File: config.mk
export PLATFORM = sky130hd
export DESIGN_NAME = axi_llc_arcane_lock_req
export DESIGN_NICKNAME = d
export VERILOG_FILES = /design/src/rtl/axi_llc_arcane_lock_req.sv
export SDC_FILE = /design/constraint.sdc
export NUM_CORES = 1
export LEC_CHECK = 0
export CAP_MARGIN = 20
export CORE_AREA = 2 2 39 41
export CTS_CLUSTER_SIZE = 14
export DETAILED_ROUTE_END_ITERATION = 10
export DIE_AREA = 0 0 41 43
export GPL_ROUTABILITY_DRIVEN = 0
export HOLD_SLACK_MARGIN = 0.15
export PLACE_DENSITY = 0.51
export SYNTH_ARGS = -nofsm -noshare
export SYNTH_HDL_FRONTEND = slang
export SYNTH_SLANG_ARGS = --single-unit
File: constraint.sdc
create_clock -name clk_i -period 1.9 [get_ports clk_i]
set_input_delay 0.38 -clock clk_i [delete_from_list [all_inputs] [get_ports clk_i]]
set_output_delay 0.38 -clock clk_i [all_outputs]
set_load 0.01 [all_outputs]
File: src/rtl/axi_llc_arcane_lock_req.sv
// eCPU-side initiator of the ARCANE LLC lock handshake: software lock writes become ecpu_lock/req.
// Optional request watchdog enabled by defining AXI_LLC_ARCANE_LOCK_TIMEOUT_EN.
module axi_llc_arcane_lock_req #(
  parameter int unsigned TIMEOUT_CYCLES = 1024
) (
  input  logic clk_i,
  input  logic rst_ni,
  input  logic sw_we_i,
  input  logic sw_wdata_i,
  output logic sw_busy_o,
  output logic sw_drop_o,
  output logic done_o,
  output logic ecpu_lock_o,
  output logic ecpu_lock_req_o,
  input  logic ready_lock_i,
  input  logic err_clr_i,
  output logic timeout_o
);

  localparam int unsigned CNT_W = $clog2(TIMEOUT_CYCLES + 1);

  typedef enum logic [1:0] {
    StUnlocked,
    StAcq,
    StLocked,
    StRel
  } state_e;

  state_e state_q, state_d;
  logic   lock_q, lock_d;
  logic   done_q, done_d;
  logic   drop_q, drop_d;
  logic   busy, busy_next;

  always_comb begin
    state_d = state_q;
    done_d  = 1'b0;
    drop_d  = 1'b0;
    unique case (state_q)
      StUnlocked: begin
        // Releasing an unheld lock is a silent no-op.
        if (sw_we_i && sw_wdata_i) state_d = StAcq;
      end
      StLocked: begin
        if (sw_we_i && !sw_wdata_i) state_d = StRel;
      end
      StAcq: begin
        // The LLC cannot back out mid-handshake, so writes here are dropped, not aborts.
        drop_d = sw_we_i;
        if (ready_lock_i) begin
          state_d = StLocked;
          done_d  = 1'b1;
        end
      end
      StRel: begin
        drop_d = sw_we_i;
        if (ready_lock_i) begin
          state_d = StUnlocked;
          done_d  = 1'b1;
        end
      end
      default: state_d = StUnlocked;
    endcase
  end

  always_comb begin
    busy      = (state_q == StAcq) || (state_q == StRel);
    busy_next = (state_d == StAcq) || (state_d == StRel);
    lock_d    = (state_d == StLocked) || (state_d == StRel);
  end

  always_ff @(posedge clk_i or negedge rst_ni) begin
    if (!rst_ni) begin
      state_q <= StUnlocked;
      lock_q  <= 1'b0;
      done_q  <= 1'b0;
      drop_q  <= 1'b0;
    end else begin
      state_q <= state_d;
      lock_q  <= lock_d;
      done_q  <= done_d;
      drop_q  <= drop_d;
    end
  end

  assign ecpu_lock_o     = lock_q;
  assign ecpu_lock_req_o = busy;
  assign sw_busy_o       = busy;
  assign done_o          = done_q;
  assign sw_drop_o       = drop_q;

`ifdef AXI_LLC_ARCANE_LOCK_TIMEOUT_EN
  localparam logic [CNT_W-1:0] CntMax = CNT_W'(TIMEOUT_CYCLES);

  logic [CNT_W-1:0] cnt_q, cnt_d;
  logic             timeout_q, timeout_d;

  always_comb begin
    cnt_d     = cnt_q;
    timeout_d = timeout_q;
    if (busy_next && !busy) begin
      cnt_d = '0;
    end else if (busy && (cnt_q != CntMax)) begin
      cnt_d = cnt_q + 1'b1;
    end
    if (err_clr_i) timeout_d = 1'b0;
    // Set only on the reaching edge so a clear sticks while the request keeps waiting.
    if (busy && (cnt_q != CntMax) && (cnt_d == CntMax)) timeout_d = 1'b1;
  end

  always_ff @(posedge clk_i or negedge rst_ni) begin
    if (!rst_ni) begin
      cnt_q     <= '0;
      timeout_q <= 1'b0;
    end else begin
      cnt_q     <= cnt_d;
      timeout_q <= timeout_d;
    end
  end

  assign timeout_o = timeout_q;
`else
  logic unused_err_clr;
  assign unused_err_clr = err_clr_i;
  assign timeout_o      = 1'b0;
`endif

endmodule
==> run metrics <==
status=complete, no violations; initial antenna violation count=0; Warnings, synthesis=0; EDFF count, synth=0; Hold-fix buffers, CTS=0; Rows=14; Area contributors post-synth=dfrtp_1 (61%), xor2_1 (8.5%), buf_4 (7.3%), and2_4 (4.3%), xnor2_1 (4.3%); ANT cells=0; nets=34; Fillers=147; first-pass GRT wire length=579 microns; Die Y=43 microns; Final Critical Period=1590 ps; Syn Inst Count=17; routed wire length=329 microns; cell with the most instances after synthesis=dfrtp_1; sequential-to-total area share from yosys stat=61.0%; layout cells sized above 1=14.8%; TritonCTS buffer count=3; grt ovf=0; I/O pin cnt=12; Crit path max-delay family=buffers and inverters; H-tree levels=1; mean area per synthesized cell=12.1 sq um; Yosys top cell by area=dfrtp_1; # resized after CTS=0; Critical Path End Type=output port; largest net degree at the start of global routing=7; Total GRT Usage=5.35%; area delta synth->final=57.3%; vias in the first global route=150; Final ANT Viol Nets=0; Final setup viols=0; Starting Density=14.8%; Startpoint Class=flip-flop; Post-Syn Area=205 sq um; vias per cell=3.30; CP peak stage delay=560 ps; DR iter-0 viols=0; Core Area=1380 sq um; P_leak=0.142 nW; Die Footprint=1760 sq um; fin. max-slew vios=0; CTS root buffer=clkbuf_4; worst r2r path cells=2; Chip Width=41 microns; top-area cell type share of the netlist area=61.0%; CTS tree=built; Synth Net Count=23; Final Util=23.3%; CP bufs+invs=1; CTS clk-pin slew, worst paths=40 ps; slowest cell on the critical path=clkdlybuf4s50_1; clock skew=2.68 ps; I/O Buffers=9; PD cells=1530 nW/um^2; crit path cell chain=clkdlybuf4s50_1; synthesis-stage register bit count=5; Max VDD drop=0.507 mV; required time of the critical path=1520 ps; crit-path max FO=6; final period utilization=83.5%; vias post-DR=142; Post-DP Area=297 sq um; critical path depth in cells=1; clock buffer depth=2; clock latency on the worst-skew pair=240 ps; Power Total=0.493 mW; crit path DAT=1210 ps; Post-synth top cells=dfrtp_1 (5), buf_4 (2), xor2_1 (2); final hold viol count=0; Post-CTS Setup Bufs=0; async set-reset flop share out of synthesis=100%; Post-synth top flop=dfrtp_1; unrepaired setup endpoints after global routing=no; TritonRoute pass-1 iters=1; worst min path class=input pin to async pin; Clock Sinks=5; post-route cell area=323 sq um; drt wl/cell=7.65 microns; max_cap viols=0; Max Clock Freq=0.630 GHz; Setup TNS=0 ps; hpwl dp=268 microns; synth unique cells=11; detailed-route DRC error count=0; kind of critical path=flip-flop to output port
power by group:
group | switching [mW] | internal, mW | leakage, nW
clock | 0.0404 | 0.0792 | 0.0150
sequential | 0.0360 | 0.152 | 0.0628
combinational | 0.0651 | 0.120 | 0.0646
state kept, by name (all words and copies together), names as in the netlist:
| register | count |
|---|---|
| sw_drop_o | 1 |
| ecpu_lock_o | 1 |
| done_o | 1 |
| state_q | 2 |
layout make-up:
class | instances | area, sq um | area share, %
tap | 16 | 20.0 | 6.20
sequential | 5 | 125 | 38.8
clock buffer | 4 | 26.3 | 8.14
multi-input combinational | 8 | 57.6 | 17.8
inverter | 1 | 3.75 | 1.16
timing repair buffer | 9 | 90.1 | 27.9
per-stage QoR:
step	setup slack, ps	hold slack, ps	std cells
after global routing	252	366	43
after global placement	567	523	39
after detailed placement	571	535	39
after CTS	293	356	43
after floorplan	853	84.4	17
final	313	358	43
kinds of logic (layout without fill, tap and decap cells):
group / after synthesis / after routing / synth area share [%]
compound gates: 1 / 1 / 3.05
xor+xnor: 3 / 3 / 12.8
buf+inv: 4 / 14 / 11.0
flops: 5 / 5 / 61.0
other cells: 1 / 1 / 1.83
simple gates: 3 / 3 / 10.4
metal layers:
layer,routed length [microns],global-route usage (%)
met5,0,0
met4,0,8.00
met3,50,1.57
met2,150,5.94
met1,128,6.21
worst paths after layout:
check / startpoint / slack [ps] / to
worst max-delay path: state_q[0] / 310 / ecpu_lock_req_o
worst min-delay path: rst_ni / 360 / state_q[0]
worst max register to register: state_q[0] / 1050 / ecpu_lock_o
worst min register to register: state_q[1] / 550 / state_q[1]
max in group asynchronous: rst_ni / 1360 / ecpu_lock_o
min in group clk_i: state_q[1] / 550 / state_q[1]
layout by cell type (no fill, tap or decap), drive strengths merged:
master,count
and2,2
xnor2,1
xor2,2
o22ai,1
conb,1
dfrtp,5
clkbuf,4
inv,1
clkdlybuf4s50,9
nand2b,1
Note: power is estimated with default switching activity, not from simulation.
